`src/rtl/phase_comp_pkg.sv`:
```
// Shared defaults, vote encoding and holdoff state type
// for the early/late phase comparator.
package phase_comp_pkg;

    localparam int WIN_DEF      = 16;
    localparam int THRESH_DEF   = 2;
    localparam int HOLDOFF_DEF  = 1;
    localparam int LOCK_WIN_DEF = 4;

    localparam logic signed [1:0] VOTE_NONE  = 2'sb00;
    localparam logic signed [1:0] VOTE_EARLY = 2'sb01;
    localparam logic signed [1:0] VOTE_LATE  = 2'sb11;

    typedef enum logic {
        RUN  = 1'b0,
        HOLD = 1'b1
    } state_t;

endpackage

```
`src/rtl/phase_comp_el_classify.sv`:
```
// Bang-bang early/late classifier for one bit transition.
// Purely combinational; no vote without a valid previous bit.
module phase_comp_el_classify
    import phase_comp_pkg::*;
(
    input  logic              prev_ok,
    input  logic              d_prev,
    input  logic              data_smp,
    input  logic              edge_smp,
    output logic signed [1:0] vote
);

    always_comb begin
        vote = VOTE_NONE;
        if (!prev_ok) begin
            vote = VOTE_NONE;
        end else if (d_prev == data_smp) begin
            vote = VOTE_NONE;
        end else if (edge_smp == data_smp) begin
            vote = VOTE_LATE;
        end else begin
            vote = VOTE_EARLY;
        end
    end

endmodule

```
`src/rtl/phase_comp_early_late.sv`:
```
// Windowed early/late vote accumulator with registered decision,
// post-adjustment holdoff and quiet-window lock detection.
module phase_comp_early_late
    import phase_comp_pkg::*;
#(
    parameter int WIN      = WIN_DEF,
    parameter int THRESH   = THRESH_DEF,
    parameter int HOLDOFF  = HOLDOFF_DEF,
    parameter int LOCK_WIN = LOCK_WIN_DEF
) (
    input  logic clk,
    input  logic rst_n,
    input  logic smp_valid,
    input  logic data_smp,
    input  logic edge_smp,
    output logic adj_valid,
    output logic down,
    output logic locked
);

    localparam int AW = $clog2(WIN) + 2;
    localparam int CW = $clog2(WIN);
    localparam int QW = $clog2(LOCK_WIN + 2);
    localparam int HW = $clog2(HOLDOFF + 2);

    localparam logic signed [AW-1:0] SMAX = AW'(WIN);
    localparam logic signed [AW-1:0] SMIN = -SMAX;
    localparam logic signed [AW-1:0] TPOS = AW'(THRESH);
    localparam logic signed [AW-1:0] TNEG = -TPOS;

    logic              d_prev_q, d_prev_d;
    logic              prev_ok_q, prev_ok_d;
    logic [CW-1:0]     cnt_q, cnt_d;
    logic signed [AW-1:0] acc_q, acc_d;
    logic [QW-1:0]     quiet_q, quiet_d;
    logic [HW-1:0]     hold_q, hold_d;
    state_t            state_q, state_d;
    logic              adj_valid_q, adj_valid_d;
    logic              down_q, down_d;
    logic              locked_q, locked_d;

    logic signed [1:0]    vote;
    logic signed [AW-1:0] sum_raw;
    logic signed [AW-1:0] sum;
    logic                 win_end;

    phase_comp_el_classify u_classify (
        .prev_ok  (prev_ok_q),
        .d_prev   (d_prev_q),
        .data_smp (data_smp),
        .edge_smp (edge_smp),
        .vote     (vote)
    );

    always_comb begin
        d_prev_d    = d_prev_q;
        prev_ok_d   = prev_ok_q;
        cnt_d       = cnt_q;
        acc_d       = acc_q;
        quiet_d     = quiet_q;
        hold_d      = hold_q;
        state_d     = state_q;
        adj_valid_d = 1'b0;
        down_d      = down_q;

        sum_raw = acc_q + {{(AW-2){vote[1]}}, vote};
        sum     = sum_raw;
        if (sum_raw > SMAX) begin
            sum = SMAX;
        end else if (sum_raw < SMIN) begin
            sum = SMIN;
        end

        win_end = smp_valid && (cnt_q == CW'(WIN - 1));

        if (smp_valid) begin
            d_prev_d  = data_smp;
            prev_ok_d = 1'b1;
            cnt_d     = cnt_q + 1'b1;
            acc_d     = win_end ? '0 : sum;
        end

        // Decide on the sum that already includes this last sample
        if (win_end) begin
            if (state_q == HOLD) begin
                if (hold_q == HW'(HOLDOFF - 1)) begin
                    state_d = RUN;
                    hold_d  = '0;
                end else begin
                    hold_d = hold_q + 1'b1;
                end
            end else if (sum > TPOS || sum < TNEG) begin
                adj_valid_d = 1'b1;
                down_d      = (sum < TNEG);
                quiet_d     = '0;
                if (HOLDOFF > 0) begin
                    state_d = HOLD;
                    hold_d  = '0;
                end
            end else if (quiet_q != QW'(LOCK_WIN)) begin
                quiet_d = quiet_q + 1'b1;
            end
        end

        locked_d = (quiet_d == QW'(LOCK_WIN));
    end

    always_ff @(posedge clk or negedge rst_n) begin
        if (!rst_n) begin
            d_prev_q    <= 1'b0;
            prev_ok_q   <= 1'b0;
            cnt_q       <= '0;
            acc_q       <= '0;
            quiet_q     <= '0;
            hold_q      <= '0;
            state_q     <= RUN;
            adj_valid_q <= 1'b0;
            down_q      <= 1'b0;
            locked_q    <= 1'b0;
        end else begin
            d_prev_q    <= d_prev_d;
            prev_ok_q   <= prev_ok_d;
            cnt_q       <= cnt_d;
            acc_q       <= acc_d;
            quiet_q     <= quiet_d;
            hold_q      <= hold_d;
            state_q     <= state_d;
            adj_valid_q <= adj_valid_d;
            down_q      <= down_d;
            locked_q    <= locked_d;
        end
    end

    assign adj_valid = adj_valid_q;
    assign down      = down_q;
    assign locked    = locked_q;

endmodule

```
`config.mk`:
```
export PLATFORM = sky130hd
export DESIGN_NAME = phase_comp_early_late
export DESIGN_NICKNAME = d
export VERILOG_FILES = /design/src/rtl/phase_comp_pkg.sv /design/src/rtl/phase_comp_el_classify.sv /design/src/rtl/phase_comp_early_late.sv
export SDC_FILE = /design/constraint.sdc
export NUM_CORES = 1
export LEC_CHECK = 0
export BUFFER_PORTS_ARGS = -buffer_cell sky130_fd_sc_hd__buf_2
export CORE_ASPECT_RATIO = 1.75
export CORE_MARGIN = 8
export CORE_UTILIZATION = 38
export CTS_CLUSTER_SIZE = 24
export DETAILED_ROUTE_END_ITERATION = 6
export PLACE_DENSITY = 0.53
export REMOVE_ABC_BUFFERS = 1
export SLEW_MARGIN = 30
export SYNTH_ARGS = -nofsm -noshare
export SYNTH_HDL_FRONTEND = slang
export SYNTH_SLANG_ARGS = --single-unit
```
`constraint.sdc`:
```
create_clock -name clk -period 2.8 [get_ports clk]
set_input_delay 0.42 -clock clk [delete_from_list [all_inputs] [get_ports clk]]
set_output_delay 0.42 -clock clk [all_outputs]
set_load 0.05 [all_outputs]
```
==> results of run 1 <==
-- cells by family after synthesis --
logic type	share of synthesized area, %
compound gates	19.7
mux	1.62
xor+xnor	6.65
fa+ha+maj	10.4
flops	37.7
simple gates	19.5
buf+inv	4.40
-- routing by layer --
metal  share of wire [%]  vias to the layer above  GRT usage [%]
met2                  56                       20           20.4
met1                  37                      524           11.1
met3                 2.8                       11           2.01
met4                 4.7                        0           7.84
li1                    -                      523              -
met5                   0                        -              0
-- timing repair --
item	in CTS	in global routing
gates resized for setup	0	8
setup endpoints to repair	0	11
setup buffers	0	3
endpoints found under the hold margin	0	0
-- stage by stage --
step,instance area [um^2],util (%)
floorplan,1380,-
global placement,1500,42.2
detailed placement,1500,42.2
CTS,1550,43.5
global route,1600,45.1
finish,1600,45.1
-- sequential cells by signal, summed over array words and instances, names as in the netlist --
| name | cells |
|---|---|
| state_q | 1 |
| cnt_q | 4 |
| acc_q | 6 |
| adj_valid | 1 |
| quiet_q | 3 |
| locked | 1 |
| prev_ok_q | 1 |
| down | 1 |
| d_prev_q | 1 |
| hold_q | 2 |
-- cell usage after synthesis (2+ instances only) --
master / count / area, um^2
sky130_fd_sc_hd__o211ai_1: 4 / 30.0
sky130_fd_sc_hd__a21o_1: 2 / 15.0
sky130_fd_sc_hd__ha_1: 10 / 125
sky130_fd_sc_hd__mux2_2: 2 / 22.5
sky130_fd_sc_hd__a21boi_0: 2 / 15.0
sky130_fd_sc_hd__nor2_1: 9 / 33.8
sky130_fd_sc_hd__xnor2_1: 4 / 35.0
sky130_fd_sc_hd__dfrtp_1: 21 / 526
sky130_fd_sc_hd__nor4_2: 2 / 25.0
sky130_fd_sc_hd__a21oi_1: 5 / 25.0
sky130_fd_sc_hd__nand2b_1: 5 / 31.3
sky130_fd_sc_hd__xor2_1: 2 / 17.5
sky130_fd_sc_hd__inv_1: 11 / 41.3
sky130_fd_sc_hd__or2_2: 2 / 12.5
sky130_fd_sc_hd__o41ai_1: 4 / 35.0
sky130_fd_sc_hd__nand3_1: 2 / 10.0
sky130_fd_sc_hd__nor3_1: 3 / 15.0
sky130_fd_sc_hd__nand4_1: 5 / 31.3
sky130_fd_sc_hd__a211oi_1: 2 / 15.0
sky130_fd_sc_hd__nand2_1: 13 / 48.8
-- power groups by stage --
stage | clock (mW) | sequential, mW | combinational, mW
after floorplan | 0 | 0.526 | 0.578
after global placement | 0 | 0.513 | 0.779
after detailed placement | 0 | 0.518 | 0.798
after CTS | 0.211 | 0.513 | 0.802
after global routing | 0.225 | 0.532 | 0.946
final | 0.202 | 0.510 | 0.847
-- cell type report --
type,instances,area share (%)
multi-input combinational,101,52.2
sequential,21,32.8
timing repair buffer,14,5.70
tap,46,3.59
inverter,12,2.81
clock buffer,3,2.58
clock inverter,1,0.312
-- worst paths after layout --
check	start	to	depth (start not counted)
min in group clk	data_smp	d_prev_q	2
worst max-delay path	d_prev_q	locked	12
max in group asynchronous	rst_n	acc_q[0]	1
worst min-delay path	rst_n	adj_valid	1
worst min register to register	down	down	1
worst max register to register	d_prev_q	locked	12
-- critical path: stages, from the launching register on --
cell and delay [ns]:
sky130_fd_sc_hd__dfrtp_1 0.42, sky130_fd_sc_hd__nand2b_4 0.17, sky130_fd_sc_hd__a21boi_2 0.14, sky130_fd_sc_hd__ha_2 0.20, sky130_fd_sc_hd__inv_1 0.06, sky130_fd_sc_hd__fa_1 0.39, sky130_fd_sc_hd__nand2b_1 0.20, sky130_fd_sc_hd__a21oi_2 0.21
sky130_fd_sc_hd__xor2_2 0.16, sky130_fd_sc_hd__buf_6 0.15, sky130_fd_sc_hd__a311oi_4 0.09, sky130_fd_sc_hd__buf_4 0.17, sky130_fd_sc_hd__nor4_2 0.24
==> impl_metrics.csv, run 1 <==
group,metric,value,unit
synthesis,synth_ff_type,"sky130_fd_sc_hd__dfrtp_1",
sta,max_freq,372,MHz
power,power.sequential.fraction,32.7,%
power,p_leak,0.711,nW
final_layout,layout.cells.most_common,"sky130_fd_sc_hd__dfrtp_1",
routing,routedWlPerCell,14.4,um
clock_network,cts-buffers-inserted,3,
sta,worst_pin_slew,0.484,ns
power,netSwitchingFraction,44.3,%
sta,finalHoldWorstSlack,0.107,ns
grt,grt_first_pass_wirelength,5090,um
synthesis,post_synth.cell_area_avg,10.2,um^2
floorplanning,initial_standard_cell_utilization_of_the_core,39.2,%
final_layout,multiInputGateArea,837,um^2
floorplanning,row_count,29,
power,netSwitchingPower,0.690,mW
clock_network,clock_tree.buffer_depth,2,
routing,detailedRoute.firstIterationViolations,37,
synthesis,synthesis_warning_total,0,
clock_network,clk-insertion-delay-late,0.26,ns
place,hpwl,2270,um
status,result_of_the_run,"complete, no violations",
final_layout,regArea,526,um^2
synthesis,async_flop_share,100,%
routing,route.antenna.remaining_nets,0,
sta,clock_period_minus_worst_slack,2.69,ns
grt,gr-total-overflow,0,
flow_run,max-cap-violations,0,
power,cellInternalPower,0.869,mW
routing,finalWirelength,2850,um
clock_network,cts_hold_buffers,0,
sta,slew_headroom,67.8,%
place,cells_after_dpl,191,
setup_path,setup.worst_path.start_class,"flip-flop",
sta,final_critical_path_setup_slack,0.110,ns
place,gp_routability_congestion,0.839,
place,portBuffers,7,
setup_path,critPathArrivalTime,2.87,ns
synthesis,synth_sequential_area_ratio,37.7,%
setup_path,regToRegSetupSlack,0.11,ns
sta,finalSetupViolations,0,
sta,rsz0062_at_grt,"yes",
grt,total_grt_usage,11.4,%
final_layout,layout-area-overhead-vs-synth,15.1,%
hold_path,holdCritPathClass,"primary input to asynchronous set/reset pin",
sta,setup-tns-final,0,ns
final_layout,final_layout_size_suffix_gt1_share,26.3,%
floorplanning,ios,8,
final_layout,layout.filler_cells,374,
place,preCtsSetupSlack,-0.0138,ns
synthesis,synth_cells,136,
sta,timing.final.hold_violations,0,
final_layout,insertedDiodeCount,0,
routing,drt_first_pass_iters,4,
power,combPwrFrac,54.3,%
synthesis,yosys.cell_types.count,46,
clock_network,root_buffer,"sky130_fd_sc_hd__clkbuf_8",
sta,fin_worst_skew,0.00222,ns
grt,antenna_found_initial,0,
routing,route.detailed.drc,0,
setup_path,crit_required,2.98,ns
power,design_power_total,1.56,mW
power,ir_worst_vdd,0.000468,V
setup_path,critical_path.max_fanout,6,
synthesis,ys_seq_elements,21,
setup_path,critPathCaptureType,"flip-flop",
synthesis,synth_area,0.00139,mm^2
clock_network,clkSinkCount,21,
clock_network,clkTransAtPathRegs,0.08,ns
clock_network,htree_num_levels,1,
final_layout,finished_layout_cells,198,
sta,final-max-slew-violation-count,0,
power,power-per-cell-area,973,mW/mm^2
sta,tcrit_tclk_final,96.1,%
floorplanning,design.core.area,0.00356,mm^2
floorplanning,die_y,96.1,um
final_layout,layout_common_cells,"sky130_fd_sc_hd__dfrtp_1, sky130_fd_sc_hd__nand2_1, sky130_fd_sc_hd__inv_1",
floorplanning,die_width,61.8,um
routing,routed_via_density,5.44,
routing,routed-via-count,1078,
grt,maximum_number_of_pins_on_one_net_before_global_route_repair,22,
grt,grt_pass1_vias,1141,
floorplanning,die-area,0.00593,mm^2
power,clock_power_share,13.0,%
setup_path,setup.worst_path.class,"flip-flop to flip-flop",
final_layout,nNetsFinal,169,
clock_network,clock_tree_from_tritoncts,"done",
synthesis,synth_enable_flop_cells,0,
Note: power is estimated with default switching activity, not from simulation.
==> run 2: changes to the inputs <==
- CORE_ASPECT_RATIO: 1.75 -> 0.7
- RECOVER_POWER: default -> 50
==> run 2 against run 1 <==
- clock-buffer cell count did not move
- setup slack improved by 0.076 ns
- final cell count rose by 1.5%
- sequential share of layout area rose by 0.39 points
- sequential power barely moved
- critical endpoint unchanged
- largest cell class unchanged
- largest power group unchanged
==> impl_metrics.csv, run 2 (synthesis results as in run 1) <==
group,metric,value,unit
status,result_of_the_run,"complete, no violations",
sta,slew_headroom,23.4,%
grt,total_grt_usage,10.7,%
floorplanning,die_y,66.7,um
floorplanning,initial_standard_cell_utilization_of_the_core,39.6,%
place,portBuffers,7,
final_layout,final_layout_size_suffix_gt1_share,23.2,%
final_layout,nNetsFinal,168,
setup_path,setup.worst_path.start_class,"flip-flop",
clock_network,cts-buffers-inserted,3,
setup_path,critPathCaptureType,"flip-flop",
routing,routed_via_density,5.04,
final_layout,insertedDiodeCount,0,
clock_network,clock_tree.buffer_depth,2,
clock_network,clk-insertion-delay-late,0.27,ns
sta,finalHoldWorstSlack,0.351,ns
final_layout,layout_common_cells,"sky130_fd_sc_hd__dfrtp_1, sky130_fd_sc_hd__nand2_1, sky130_fd_sc_hd__inv_1",
final_layout,largest_register_ff_count,6,
floorplanning,row_count,18,
power,combPwrFrac,53.9,%
power,cellInternalPower,0.869,mW
sta,clock_period_minus_worst_slack,2.61,ns
grt,grt_first_pass_wirelength,4830,um
sta,worst_pin_slew,1.15,ns
sta,tcrit_tclk_final,93.3,%
sta,max_freq,383,MHz
setup_path,critical_path.max_fanout,7,
routing,finalWirelength,2900,um
place,hpwl,2270,um
sta,finalSetupViolations,0,
floorplanning,ios,8,
final_layout,layout.cells.most_common,"sky130_fd_sc_hd__dfrtp_1",
power,ir_worst_vdd,0.000509,V
routing,drt_first_pass_iters,4,
routing,detailedRoute.firstIterationViolations,37,
flow_run,max-cap-violations,0,
sta,fin_worst_skew,0.00260,ns
grt,grt_pass1_vias,1037,
power,netSwitchingFraction,44.5,%
hold_path,holdCritPathClass,"primary input to asynchronous set/reset pin",
clock_network,clkTransAtPathRegs,0.08,ns
power,netSwitchingPower,0.696,mW
grt,gr-total-overflow,0,
setup_path,critPathArrivalTime,2.79,ns
power,power-per-cell-area,988,mW/mm^2
clock_network,cts_hold_buffers,0,
grt,maximum_number_of_pins_on_one_net_before_global_route_repair,22,
sta,final-max-slew-violation-count,0,
sta,setup-tns-final,0,ns
final_layout,reg_top3,"acc_q x6, cnt_q x4, quiet_q x3",
setup_path,cp_cell_sequence,"nand2b_4 -> a21boi_1 -> ha_2 -> inv_1 -> fa_1 -> nand2b_1 -> a21oi_2 -> xor2_2 -> buf_4 -> o211a_2 -> nor4_2",
setup_path,critical_path.slowest_cell,"sky130_fd_sc_hd__dfrtp_1",
power,p_leak,0.690,nW
final_layout,register_with_the_most_flip_flops,"acc_q",
clock_network,cts_setup_buffers,0,
clock_network,clkSinkCount,21,
clock_network,clock_tree_from_tritoncts,"done",
sta,rsz0062_at_grt,"no",
routing,routedWlPerCell,14.4,um
setup_path,cpPeakStageDelay,0.43,ns
setup_path,setup.worst_path.class,"flip-flop to flip-flop",
power,clock_power_share,13.5,%
routing,route.detailed.drc,0,
sta,timing.final.hold_violations,0,
place,gp_routability_congestion,0.780,
final_layout,finished_layout_cells,201,
floorplanning,design.core.area,0.00351,mm^2
place,cells_after_dpl,197,
floorplanning,die_width,88.4,um
setup_path,crit_required,2.97,ns
routing,routed-via-count,1013,
grt,antenna_found_initial,0,
power,power.sequential.fraction,32.6,%
floorplanning,die-area,0.00589,mm^2
clock_network,root_buffer,"sky130_fd_sc_hd__clkbuf_8",
final_layout,layout-area-overhead-vs-synth,13.7,%
clock_network,htree_num_levels,1,
routing,route.antenna.remaining_nets,0,
## run 2: cell types whose count changed in the layout (fill, tap and decap cells not counted)
cell                         previous run  this run
sky130_fd_sc_hd__a211oi_1               1         2
sky130_fd_sc_hd__a211oi_2               1         0
sky130_fd_sc_hd__a21boi_1               0         1
sky130_fd_sc_hd__a21boi_2               1         0
sky130_fd_sc_hd__buf_2                  7         6
sky130_fd_sc_hd__buf_6                  1         0
sky130_fd_sc_hd__clkbuf_1               0         1
sky130_fd_sc_hd__clkinv_2               1         0
sky130_fd_sc_hd__clkinvlp_4             0         1
sky130_fd_sc_hd__nor3_1                 2         3
sky130_fd_sc_hd__nor3_2                 1         0
## run 2: final cells by class
cell class	count	area (um^2)
fillers	349	1930
multi-input cells	101	823
flip-flops and latches	21	526
repair buffers	13	78.8
well taps	50	62.6
inverters	12	45.0
clock buffers	3	41.3
clock inverters	1	7.51
## run 2: power by group through the flow
stage          Sequential [mW]  Combinational [mW]  Clock [mW]
5_1_grt                  0.526               0.921       0.233
2_1_floorplan            0.526               0.578           0
4_1_cts                  0.510               0.836       0.219
3_5_place_dp             0.515               0.831           0
3_3_place_gp             0.507               0.813           0
6_report                 0.510               0.844       0.212
## run 2: what timing repair did
action	in CTS	in global routing
endpoints found under the setup margin	0	8
gates resized for setup	0	4
hold endpoints to repair	0	0
## run 2: worst max-delay path: cells and delay by family, from the launching register on
family	cells	cell delay (ns)
AO/OA/AOI/OAI	3	0.60
XOR/XNOR	1	0.08
buffers and inverters	2	0.22
adder cells (fa/ha/maj)	2	0.59
flip-flops	1	0.43
AND/OR/NAND/NOR	3	0.59
## run 2: path summary, 6_finish.rpt
kind,start,end,slack [ns],cells after the start
setup / recovery,d_prev_q,locked,0.19,11
hold reg to reg,down,down,0.48,1
min in group clk,data_smp,d_prev_q,0.44,2
max in group asynchronous,rst_n,quiet_q[0],1.76,1
hold / removal,rst_n,cnt_q[1],0.35,1
setup reg to reg,d_prev_q,locked,0.19,11
## run 2: per-stage QoR
step           power, mW  setup WS [ns]  area (um^2)  utilization (%)
2_1_floorplan       1.10          0.236         1380                -
6_report            1.57          0.186         1580             45.1
4_1_cts             1.57         0.0555         1570             44.6
3_5_place_dp        1.35        0.00593         1520             43.2
5_1_grt             1.68         0.0203         1580             45.1
3_3_place_gp        1.32         0.0696         1520             43.2
## run 2: layer usage
| metal | global-route usage (%) | part of all wire [%] |
|---|---|---|
| met1 | 13.7 | 51 |
| met2 | 16.6 | 45 |
| met3 | 3.44 | 3.7 |
| met4 | 3.77 | 0.52 |
| met5 | 0 | 0 |
